### src/rtl/nastilite_pkg.sv
// Shared types for the NASTILite configuration-space master.
//   nasti_resp_t        - response codes carried on b_resp / r_resp
//   cfg_master_state_t  - states of the cfg master sequencer
//   C_NASTI_STRB_WIDTH  - byte-enable width for a given data width
package nastilite_pkg;

  typedef enum logic [1:0] {
    OKAY   = 2'b00,
    EXOKAY = 2'b01,
    SLVERR = 2'b10,
    DECERR = 2'b11
  } nasti_resp_t;

  typedef enum logic [2:0] {
    IDLE,
    WR_REQ,
    WR_RESP,
    RD_REQ,
    RD_RESP,
    RSP
  } cfg_master_state_t;

  function automatic int C_NASTI_STRB_WIDTH(input int data_width);
    return data_width / 8;
  endfunction

endpackage

### src/rtl/nastilite_if.sv
// NASTILite bundle (AW/W/B write path, AR/R read path) between the cfg master
// and the configuration-register slave.
//   master modport : drives aw_*, w_*, b_ready, ar_*, r_ready
//   slave  modport : drives aw_ready, w_ready, b_*, ar_ready, r_*
interface nastilite_if
  import nastilite_pkg::*;
#(
  parameter int ADDR_WIDTH = 5,
  parameter int DATA_WIDTH = 64
);
  localparam int STRB_WIDTH = C_NASTI_STRB_WIDTH(DATA_WIDTH);

  logic                  aw_valid;
  logic                  aw_ready;
  logic [ADDR_WIDTH-1:0] aw_addr;
  logic                  w_valid;
  logic                  w_ready;
  logic [DATA_WIDTH-1:0] w_data;
  logic [STRB_WIDTH-1:0] w_strb;
  logic                  b_valid;
  logic                  b_ready;
  logic [1:0]            b_resp;
  logic                  ar_valid;
  logic                  ar_ready;
  logic [ADDR_WIDTH-1:0] ar_addr;
  logic                  r_valid;
  logic                  r_ready;
  logic [DATA_WIDTH-1:0] r_data;
  logic [1:0]            r_resp;

  modport master (
    output aw_valid, aw_addr, w_valid, w_data, w_strb, b_ready,
    output ar_valid, ar_addr, r_ready,
    input  aw_ready, w_ready, b_valid, b_resp, ar_ready, r_valid, r_data, r_resp
  );

  modport slave (
    input  aw_valid, aw_addr, w_valid, w_data, w_strb, b_ready,
    input  ar_valid, ar_addr, r_ready,
    output aw_ready, w_ready, b_valid, b_resp, ar_ready, r_valid, r_data, r_resp
  );

endinterface

### src/rtl/nastilite_cfg_master.sv
// Single-outstanding NASTILite master for cfg register access.
// Turns one command (read or write) into an AW+W/B or AR/R transaction and
// returns the slave's answer on the rsp stream. Only one transaction is in
// flight at a time; every output is a flop.
// Ports:
//   m_nastilite_clk / m_nastilite_aresetn : clock, async active-low reset
//   cmd_valid/ready/write/addr/wdata/wstrb : command stream in
//   rsp_valid/ready/write/rdata/resp       : response stream out
//   timeout                                : sticky "no handshake progress" flag
//   m_nastilite                            : NASTILite master port
module nastilite_cfg_master
  import nastilite_pkg::*;
#(
  parameter int C_NASTI_ADDR_WIDTH = 5,
  parameter int C_NASTI_DATA_WIDTH = 64,
  parameter int C_TIMEOUT_CYCLES   = 256,
  localparam int STRB_W = C_NASTI_STRB_WIDTH(C_NASTI_DATA_WIDTH)
) (
  input  logic                          m_nastilite_clk,
  input  logic                          m_nastilite_aresetn,
  input  logic                          cmd_valid,
  output logic                          cmd_ready,
  input  logic                          cmd_write,
  input  logic [C_NASTI_ADDR_WIDTH-1:0] cmd_addr,
  input  logic [C_NASTI_DATA_WIDTH-1:0] cmd_wdata,
  input  logic [STRB_W-1:0]             cmd_wstrb,
  output logic                          rsp_valid,
  input  logic                          rsp_ready,
  output logic                          rsp_write,
  output logic [C_NASTI_DATA_WIDTH-1:0] rsp_rdata,
  output logic [1:0]                    rsp_resp,
  output logic                          timeout,
  nastilite_if.master                   m_nastilite
);

  localparam int AW    = C_NASTI_ADDR_WIDTH;
  localparam int DW    = C_NASTI_DATA_WIDTH;
  localparam int CNT_W = $clog2(C_TIMEOUT_CYCLES) + 1;
  localparam logic [CNT_W-1:0] CNT_LAST = CNT_W'(C_TIMEOUT_CYCLES - 1);

  if (!(DW == 32 || DW == 64)) begin : g_bad_data_width
    $error("nastilite_cfg_master: C_NASTI_DATA_WIDTH must be 32 or 64");
  end
  if (C_TIMEOUT_CYCLES < 2) begin : g_bad_timeout
    $error("nastilite_cfg_master: C_TIMEOUT_CYCLES must be at least 2");
  end

  cfg_master_state_t state_reg, state_next;
  logic [CNT_W-1:0]  cnt_reg, cnt_next;
  logic              cmd_ready_reg, cmd_ready_next;
  logic              rsp_valid_reg, rsp_valid_next;
  logic              rsp_write_reg, rsp_write_next;
  logic [DW-1:0]     rsp_rdata_reg, rsp_rdata_next;
  nasti_resp_t       rsp_resp_reg, rsp_resp_next;
  logic              timeout_reg, timeout_next;
  logic              aw_valid_reg, aw_valid_next;
  logic              w_valid_reg, w_valid_next;
  logic              ar_valid_reg, ar_valid_next;
  logic              b_ready_reg, b_ready_next;
  logic              r_ready_reg, r_ready_next;
  logic [AW-1:0]     aw_addr_reg, aw_addr_next;
  logic [DW-1:0]     w_data_reg, w_data_next;
  logic [STRB_W-1:0] w_strb_reg, w_strb_next;
  logic [AW-1:0]     ar_addr_reg, ar_addr_next;

  logic aw_hs, w_hs, b_hs, ar_hs, r_hs, any_hs;

  assign aw_hs  = aw_valid_reg && m_nastilite.aw_ready;
  assign w_hs   = w_valid_reg  && m_nastilite.w_ready;
  assign b_hs   = b_ready_reg  && m_nastilite.b_valid;
  assign ar_hs  = ar_valid_reg && m_nastilite.ar_ready;
  assign r_hs   = r_ready_reg  && m_nastilite.r_valid;
  assign any_hs = aw_hs || w_hs || b_hs || ar_hs || r_hs;

  always_comb begin
    state_next     = state_reg;
    cnt_next       = cnt_reg;
    cmd_ready_next = cmd_ready_reg;
    rsp_valid_next = rsp_valid_reg;
    rsp_write_next = rsp_write_reg;
    rsp_rdata_next = rsp_rdata_reg;
    rsp_resp_next  = rsp_resp_reg;
    timeout_next   = timeout_reg;
    aw_valid_next  = aw_valid_reg;
    w_valid_next   = w_valid_reg;
    ar_valid_next  = ar_valid_reg;
    b_ready_next   = b_ready_reg;
    r_ready_next   = r_ready_reg;
    aw_addr_next   = aw_addr_reg;
    w_data_next    = w_data_reg;
    w_strb_next    = w_strb_reg;
    ar_addr_next   = ar_addr_reg;

    // Progress watchdog: only bus-waiting states count. The counter parks at
    // its last value, so the stalled cycle that finds it there is the
    // C_TIMEOUT_CYCLES-th consecutive one and raises the sticky flag.
    if (state_reg != IDLE && state_reg != RSP) begin
      if (any_hs) begin
        cnt_next = '0;
      end else if (cnt_reg == CNT_LAST) begin
        timeout_next = 1'b1;
      end else begin
        cnt_next = cnt_reg + 1'b1;
      end
    end

    unique case (state_reg)
      IDLE: begin
        // cmd_ready is a flop, so the first IDLE cycle after reset is not ready.
        cmd_ready_next = 1'b1;
        if (cmd_valid && cmd_ready_reg) begin
          cmd_ready_next = 1'b0;
          timeout_next   = 1'b0;
          cnt_next       = '0;
          if (cmd_write) begin
            aw_valid_next = 1'b1;
            w_valid_next  = 1'b1;
            aw_addr_next  = cmd_addr;
            w_data_next   = cmd_wdata;
            w_strb_next   = cmd_wstrb;
            state_next    = WR_REQ;
          end else begin
            ar_valid_next = 1'b1;
            ar_addr_next  = cmd_addr;
            state_next    = RD_REQ;
          end
        end
      end

      WR_REQ: begin
        // A channel whose valid already dropped counts as done, so AW and W
        // may complete in either order or together.
        if (aw_hs) aw_valid_next = 1'b0;
        if (w_hs)  w_valid_next  = 1'b0;
        if ((!aw_valid_reg || aw_hs) && (!w_valid_reg || w_hs)) begin
          b_ready_next = 1'b1;
          state_next   = WR_RESP;
        end
      end

      WR_RESP: begin
        if (b_hs) begin
          b_ready_next   = 1'b0;
          rsp_valid_next = 1'b1;
          rsp_write_next = 1'b1;
          rsp_rdata_next = '0;
          rsp_resp_next  = nasti_resp_t'(m_nastilite.b_resp);
          state_next     = RSP;
        end
      end

      RD_REQ: begin
        if (ar_hs) begin
          ar_valid_next = 1'b0;
          r_ready_next  = 1'b1;
          state_next    = RD_RESP;
        end
      end

      RD_RESP: begin
        if (r_hs) begin
          r_ready_next   = 1'b0;
          rsp_valid_next = 1'b1;
          rsp_write_next = 1'b0;
          rsp_rdata_next = m_nastilite.r_data;
          rsp_resp_next  = nasti_resp_t'(m_nastilite.r_resp);
          state_next     = RSP;
        end
      end

      RSP: begin
        if (rsp_ready) begin
          rsp_valid_next = 1'b0;
          cmd_ready_next = 1'b1;
          state_next     = IDLE;
        end
      end

      default: begin
        state_next = IDLE;
      end
    endcase
  end

  always_ff @(posedge m_nastilite_clk or negedge m_nastilite_aresetn) begin
    if (!m_nastilite_aresetn) begin
      state_reg     <= IDLE;
      cnt_reg       <= '0;
      cmd_ready_reg <= 1'b0;
      rsp_valid_reg <= 1'b0;
      rsp_write_reg <= 1'b0;
      rsp_rdata_reg <= '0;
      rsp_resp_reg  <= OKAY;
      timeout_reg   <= 1'b0;
      aw_valid_reg  <= 1'b0;
      w_valid_reg   <= 1'b0;
      ar_valid_reg  <= 1'b0;
      b_ready_reg   <= 1'b0;
      r_ready_reg   <= 1'b0;
      aw_addr_reg   <= '0;
      w_data_reg    <= '0;
      w_strb_reg    <= '0;
      ar_addr_reg   <= '0;
    end else begin
      state_reg     <= state_next;
      cnt_reg       <= cnt_next;
      cmd_ready_reg <= cmd_ready_next;
      rsp_valid_reg <= rsp_valid_next;
      rsp_write_reg <= rsp_write_next;
      rsp_rdata_reg <= rsp_rdata_next;
      rsp_resp_reg  <= rsp_resp_next;
      timeout_reg   <= timeout_next;
      aw_valid_reg  <= aw_valid_next;
      w_valid_reg   <= w_valid_next;
      ar_valid_reg  <= ar_valid_next;
      b_ready_reg   <= b_ready_next;
      r_ready_reg   <= r_ready_next;
      aw_addr_reg   <= aw_addr_next;
      w_data_reg    <= w_data_next;
      w_strb_reg    <= w_strb_next;
      ar_addr_reg   <= ar_addr_next;
    end
  end

  assign cmd_ready = cmd_ready_reg;
  assign rsp_valid = rsp_valid_reg;
  assign rsp_write = rsp_write_reg;
  assign rsp_rdata = rsp_rdata_reg;
  assign rsp_resp  = rsp_resp_reg;
  assign timeout   = timeout_reg;

  assign m_nastilite.aw_valid = aw_valid_reg;
  assign m_nastilite.aw_addr  = aw_addr_reg;
  assign m_nastilite.w_valid  = w_valid_reg;
  assign m_nastilite.w_data   = w_data_reg;
  assign m_nastilite.w_strb   = w_strb_reg;
  assign m_nastilite.b_ready  = b_ready_reg;
  assign m_nastilite.ar_valid = ar_valid_reg;
  assign m_nastilite.ar_addr  = ar_addr_reg;
  assign m_nastilite.r_ready  = r_ready_reg;

endmodule

### src/flat_wrapper.sv
// flat-port wrapper written by rule: the top's interface ports become plain ports
module nastilite_cfg_master_flat import nastilite_pkg::*;
#(
  parameter int C_NASTI_ADDR_WIDTH = 5,
  parameter int C_NASTI_DATA_WIDTH = 64,
  parameter int C_TIMEOUT_CYCLES   = 256,
  localparam int STRB_W = C_NASTI_STRB_WIDTH(C_NASTI_DATA_WIDTH)
)
  (m_nastilite_clk, m_nastilite_aresetn, cmd_valid, cmd_ready, cmd_write, cmd_addr, cmd_wdata, cmd_wstrb, rsp_valid, rsp_ready, rsp_write, rsp_rdata, rsp_resp, timeout, m_nastilite_aw_valid, m_nastilite_aw_addr, m_nastilite_w_valid, m_nastilite_w_data, m_nastilite_w_strb, m_nastilite_b_ready, m_nastilite_ar_valid, m_nastilite_ar_addr, m_nastilite_r_ready, m_nastilite_aw_ready, m_nastilite_w_ready, m_nastilite_b_valid, m_nastilite_b_resp, m_nastilite_ar_ready, m_nastilite_r_valid, m_nastilite_r_data, m_nastilite_r_resp);
  nastilite_if #(.ADDR_WIDTH(5), .DATA_WIDTH(64)) m_nastilite_i ();
  input  logic m_nastilite_clk;
  input  logic m_nastilite_aresetn;
  input  logic cmd_valid;
  output logic cmd_ready;
  input  logic cmd_write;
  input  logic [C_NASTI_ADDR_WIDTH-1:0] cmd_addr;
  input  logic [C_NASTI_DATA_WIDTH-1:0] cmd_wdata;
  input  logic [STRB_W-1:0] cmd_wstrb;
  output logic rsp_valid;
  input  logic rsp_ready;
  output logic rsp_write;
  output logic [C_NASTI_DATA_WIDTH-1:0] rsp_rdata;
  output logic [1:0] rsp_resp;
  output logic timeout;
  output wire logic [$bits(m_nastilite_i.aw_valid)-1:0] m_nastilite_aw_valid;
  output wire logic [$bits(m_nastilite_i.aw_addr)-1:0] m_nastilite_aw_addr;
  output wire logic [$bits(m_nastilite_i.w_valid)-1:0] m_nastilite_w_valid;
  output wire logic [$bits(m_nastilite_i.w_data)-1:0] m_nastilite_w_data;
  output wire logic [$bits(m_nastilite_i.w_strb)-1:0] m_nastilite_w_strb;
  output wire logic [$bits(m_nastilite_i.b_ready)-1:0] m_nastilite_b_ready;
  output wire logic [$bits(m_nastilite_i.ar_valid)-1:0] m_nastilite_ar_valid;
  output wire logic [$bits(m_nastilite_i.ar_addr)-1:0] m_nastilite_ar_addr;
  output wire logic [$bits(m_nastilite_i.r_ready)-1:0] m_nastilite_r_ready;
  input wire logic [$bits(m_nastilite_i.aw_ready)-1:0] m_nastilite_aw_ready;
  input wire logic [$bits(m_nastilite_i.w_ready)-1:0] m_nastilite_w_ready;
  input wire logic [$bits(m_nastilite_i.b_valid)-1:0] m_nastilite_b_valid;
  input wire logic [$bits(m_nastilite_i.b_resp)-1:0] m_nastilite_b_resp;
  input wire logic [$bits(m_nastilite_i.ar_ready)-1:0] m_nastilite_ar_ready;
  input wire logic [$bits(m_nastilite_i.r_valid)-1:0] m_nastilite_r_valid;
  input wire logic [$bits(m_nastilite_i.r_data)-1:0] m_nastilite_r_data;
  input wire logic [$bits(m_nastilite_i.r_resp)-1:0] m_nastilite_r_resp;
  assign m_nastilite_aw_valid = m_nastilite_i.aw_valid;
  assign m_nastilite_aw_addr = m_nastilite_i.aw_addr;
  assign m_nastilite_w_valid = m_nastilite_i.w_valid;
  assign m_nastilite_w_data = m_nastilite_i.w_data;
  assign m_nastilite_w_strb = m_nastilite_i.w_strb;
  assign m_nastilite_b_ready = m_nastilite_i.b_ready;
  assign m_nastilite_ar_valid = m_nastilite_i.ar_valid;
  assign m_nastilite_ar_addr = m_nastilite_i.ar_addr;
  assign m_nastilite_r_ready = m_nastilite_i.r_ready;
  assign m_nastilite_i.aw_ready = m_nastilite_aw_ready;
  assign m_nastilite_i.w_ready = m_nastilite_w_ready;
  assign m_nastilite_i.b_valid = m_nastilite_b_valid;
  assign m_nastilite_i.b_resp = m_nastilite_b_resp;
  assign m_nastilite_i.ar_ready = m_nastilite_ar_ready;
  assign m_nastilite_i.r_valid = m_nastilite_r_valid;
  assign m_nastilite_i.r_data = m_nastilite_r_data;
  assign m_nastilite_i.r_resp = m_nastilite_r_resp;
  nastilite_cfg_master #(.C_NASTI_ADDR_WIDTH(C_NASTI_ADDR_WIDTH), .C_NASTI_DATA_WIDTH(C_NASTI_DATA_WIDTH), .C_TIMEOUT_CYCLES(C_TIMEOUT_CYCLES)) u_core (.m_nastilite_clk(m_nastilite_clk), .m_nastilite_aresetn(m_nastilite_aresetn), .cmd_valid(cmd_valid), .cmd_ready(cmd_ready), .cmd_write(cmd_write), .cmd_addr(cmd_addr), .cmd_wdata(cmd_wdata), .cmd_wstrb(cmd_wstrb), .rsp_valid(rsp_valid), .rsp_ready(rsp_ready), .rsp_write(rsp_write), .rsp_rdata(rsp_rdata), .rsp_resp(rsp_resp), .timeout(timeout), .m_nastilite(m_nastilite_i));
endmodule
### config.mk
export PLATFORM = sky130hd
export DESIGN_NAME = nastilite_cfg_master_flat
export DESIGN_NICKNAME = d
export VERILOG_FILES = /design/src/rtl/nastilite_pkg.sv /design/src/rtl/nastilite_if.sv /design/src/rtl/nastilite_cfg_master.sv /design/src/flat_wrapper.sv
export SDC_FILE = /design/constraint.sdc
export NUM_CORES = 1
export LEC_CHECK = 0
export CORE_AREA = 4 4 119 121
export CTS_CLUSTER_SIZE = 25
export DETAILED_ROUTE_END_ITERATION = 8
export DIE_AREA = 0 0 123 125
export DONT_BUFFER_PORTS = 1
export GPL_TIMING_DRIVEN = 1
export PLACE_DENSITY = 0.67
export SYNTH_ARGS = -nofsm -noshare
export SYNTH_HDL_FRONTEND = slang
export SYNTH_SLANG_ARGS = --single-unit
### constraint.sdc
create_clock -name m_nastilite_clk -period 2 [get_ports m_nastilite_clk]
set_input_delay 0.5 -clock m_nastilite_clk [delete_from_list [all_inputs] [get_ports m_nastilite_clk]]
set_output_delay 0.5 -clock m_nastilite_clk [all_outputs]
set_load 0.02 [all_outputs]
==> metrics, run 1 <==
Final Max Tran Viols 0; main combinational cell family by area after synthesis multiplexers; final hold violation count 169; Starting Density about 52%; hold_ws -223 ps; vias per inst about 5.5; worst path bufs/invs 3; WP data arrival 2150 ps; RSZ-0062 raised after global routing no; cts bufs inserted 17; fraction of layout cells with a size suffix above 1 approximately 22%; post-synthesis cell type count 42; Max-Cap Viols 0; Synth warnings 0; vias in the first global route ~4.4k; pwr dens between 800 and 900 nW/µm²; status finished, violations left; Max Root-Sink Buffers 2; via count around 4.3k; Post-Synth Adder-Cell Area 0.183%; Post-synth top flop dfrtp_1; Critical Setup Path Class reg -> reg; slowest CP cell dfrtp_1; Mean Syn Cell Area roughly 11 µm²; Fill cells between 1k and 1.5k; pin count of the biggest net entering global routing 170; critical path fanouts, max 37; core box area ~13000 µm²; Lkg Pwr between 3 and 4 nW; worst skew pair latency 420 ps; pre-CTS setup slack approximately 200 ps; CTS tree done; CP top delay family buffers and inverters; first-pass GRT wire length around 24000 µm; # nets final roughly 750; Worst Hold Class in -> async; slack of the critical path between 150 and 200 ps; Worst slew margin roughly two thirds; Initial DRT Pass Iterations 4; Root Buffer clkbuf_16; Worst Tran Pin Value 512 ps; simple-gate area share of the yosys netlist between 10% and 20%; Routed WL per cell just over 20 µm; syn nets about 750; Max IR drop VDD roughly 0.00053 V; Synth async-reset ratio between 90% and 100%; post-DP HPWL 11900 µm; crit-path max cell delay ~520 ps; Placer Congestion between 0.8 and 0.9; final count of negative-setup-slack endpoints 0; Iter 0 DRT Violations 180; failing checks hold timing; most common cell after layout, fill and taps aside dfrtp_1; FMAX 544 MHz; CP Capture Type register; buffer count from post-CTS setup fixing 0; Max H-tree Level 4; Final Skew about 6 ps; DRC violations left 0; final period utilization 91.9%; Post-Route Setup TNS 0 ps; post-synthesis sequential area ratio 61.9%; initial antenna violation count 1; Post-Synth XOR/XNOR Area 0.769%; post-synthesis compound-gate area fraction between 7 and 8%; Post-Layout Cell Count around 800; Top cell by count, worst path buf_12; dpl cells about 750; Tmin final between 1500 and 2000 ps; clock slew at reported path FFs around 60 ps; PortBufs 0; remaining antenna violation count 0; Post-synth EDFFs 0; Die Y 125 µm; Startpoint Class register; critical path cell sequence buf_4, nor2_1, and2_2, buf_12, buf_12, nand2_1, o21ai_0; post-synthesis mux area share about 15%; most frequent cells in the layout 169 x dfrtp_1, 150 x nand2_1, 75 x mux2_2; All-Layer GR Usage around 20%; Die Wd 123 µm; area grow syn2layout 12.7%; synthesized instance count 596; CTS resizes 0; Yosys reg bits approximately 170; Ports 312; CP required 2320 ps; Die ar. around 15000 µm²; gr ovfl total 0; Syn Std Cell Area between 6000 and 7000 µm²; Rows 42; Routed WL roughly 16000 µm; clk sinks 169
final timing paths:
check	slack (ps)	cells past startpoint	end	startpoint
worst max-delay path	160	7	u_core.rsp_rdata[54]$_DFFE_PN0P_	u_core.state_reg[1]$_DFFE_PN0P_
worst min register to register	570	1	u_core.timeout$_DFF_PN0_	u_core.cnt_reg[8]$_DFF_PN0_
worst min-delay path	-220	0	u_core.m_nastilite.w_strb[4]$_DFFE_PN0P_	m_nastilite_aresetn
worst max register to register	160	7	u_core.rsp_rdata[54]$_DFFE_PN0P_	u_core.state_reg[1]$_DFFE_PN0P_
min in group m_nastilite_clk	210	2	u_core.rsp_rdata[0]$_DFFE_PN0P_	m_nastilite_r_data[0]
max in group asynchronous	2010	0	u_core.rsp_rdata[9]$_DFFE_PN0P_	m_nastilite_aresetn
stage by stage:
| stage | power, mW | area, µm² | util (%) |
|---|---|---|---|
| CTS | 6.87 | 7700 | 58.9 |
| global placement | 3.52 | 7090 | 54.2 |
| finish | 6.80 | 7700 | 58.9 |
| global route | 7.02 | 7700 | 58.9 |
| detailed placement | 3.52 | 7090 | 54.2 |
| floorplan | 3.51 | 6830 | - |
cells by family after synthesis:
group,Yosys count
AOI/OAI and AO/OA,91
xor gates and xnor gates,6
adders and majority gates,1
buffers and inverters,40
DFF,169
muxes,86
and+or+nand+nor,203
cell usage after synthesis, types with 2 or more instances:
cell type | instances | area, µm²
a21oi_1 | 5 | 25.0
a41oi_1 | 2 | 17.5
and3_1 | 3 | 18.8
buf_1 | 6 | 22.5
buf_2 | 17 | 85.1
buf_6 | 2 | 22.5
clkbuf_1 | 9 | 33.8
dfrtp_1 | 169 | 4230
inv_1 | 5 | 18.8
mux2_2 | 75 | 845
mux2_4 | 8 | 120
mux2i_1 | 3 | 30.0
nand2_1 | 150 | 563
nand3_1 | 8 | 40.0
nor2_1 | 20 | 75.1
nor2b_1 | 3 | 18.8
nor3_1 | 4 | 20.0
nor3b_1 | 2 | 15.0
nor4b_1 | 2 | 17.5
o21ai_0 | 66 | 330
o21ai_1 | 6 | 30.0
o22ai_1 | 3 | 18.8
o31ai_1 | 2 | 15.0
o32ai_1 | 2 | 17.5
or3_1 | 3 | 18.8
xnor2_1 | 5 | 43.8
worst register-to-register path: stages (launching register included):
cell and delay, ps:
dfrtp_1 520, buf_4 240, nor2_1 120, and2_2 180, buf_12 190, buf_12 220
nand2_1 70, o21ai_0 190
where the power goes:
group          switching, mW  internal [mW]
clock                   1.32           2.02
sequential           0.00554           3.42
combinational         0.0147         0.0152
total                   1.34           5.45
routing by layer:
metal	routed length [µm]	vias to the layer above	global-route usage (%)	part of all wire, %
met3	2060	23	9.89	13
met5	0	-	0	0
met4	398	0	8.99	2.5
met1	5360	2040	22.0	34
li1	-	2011	-	-
met2	8010	230	33.9	51
area by class of cell:
class	count	area (µm²)	area share, %
Clock inverter	13	168	2.18
Tap cell	176	220	2.86
Antenna cell	1	2.50	0.0325
Sequential cell	169	4230	54.9
Multi-Input combinational cell	387	2430	31.5
Clock buffer	19	443	5.75
Inverter	5	18.8	0.244
Timing Repair Buffer	16	195	2.53
Note: power is estimated with default switching activity, not from simulation.
==> run 2, diff against run 1 <==
GPL_ROUTABILITY_DRIVEN = 0   (was default)
==> results of run 2 <==
Same layout as run 1: the final DEF is identical, and so are final timing and power.
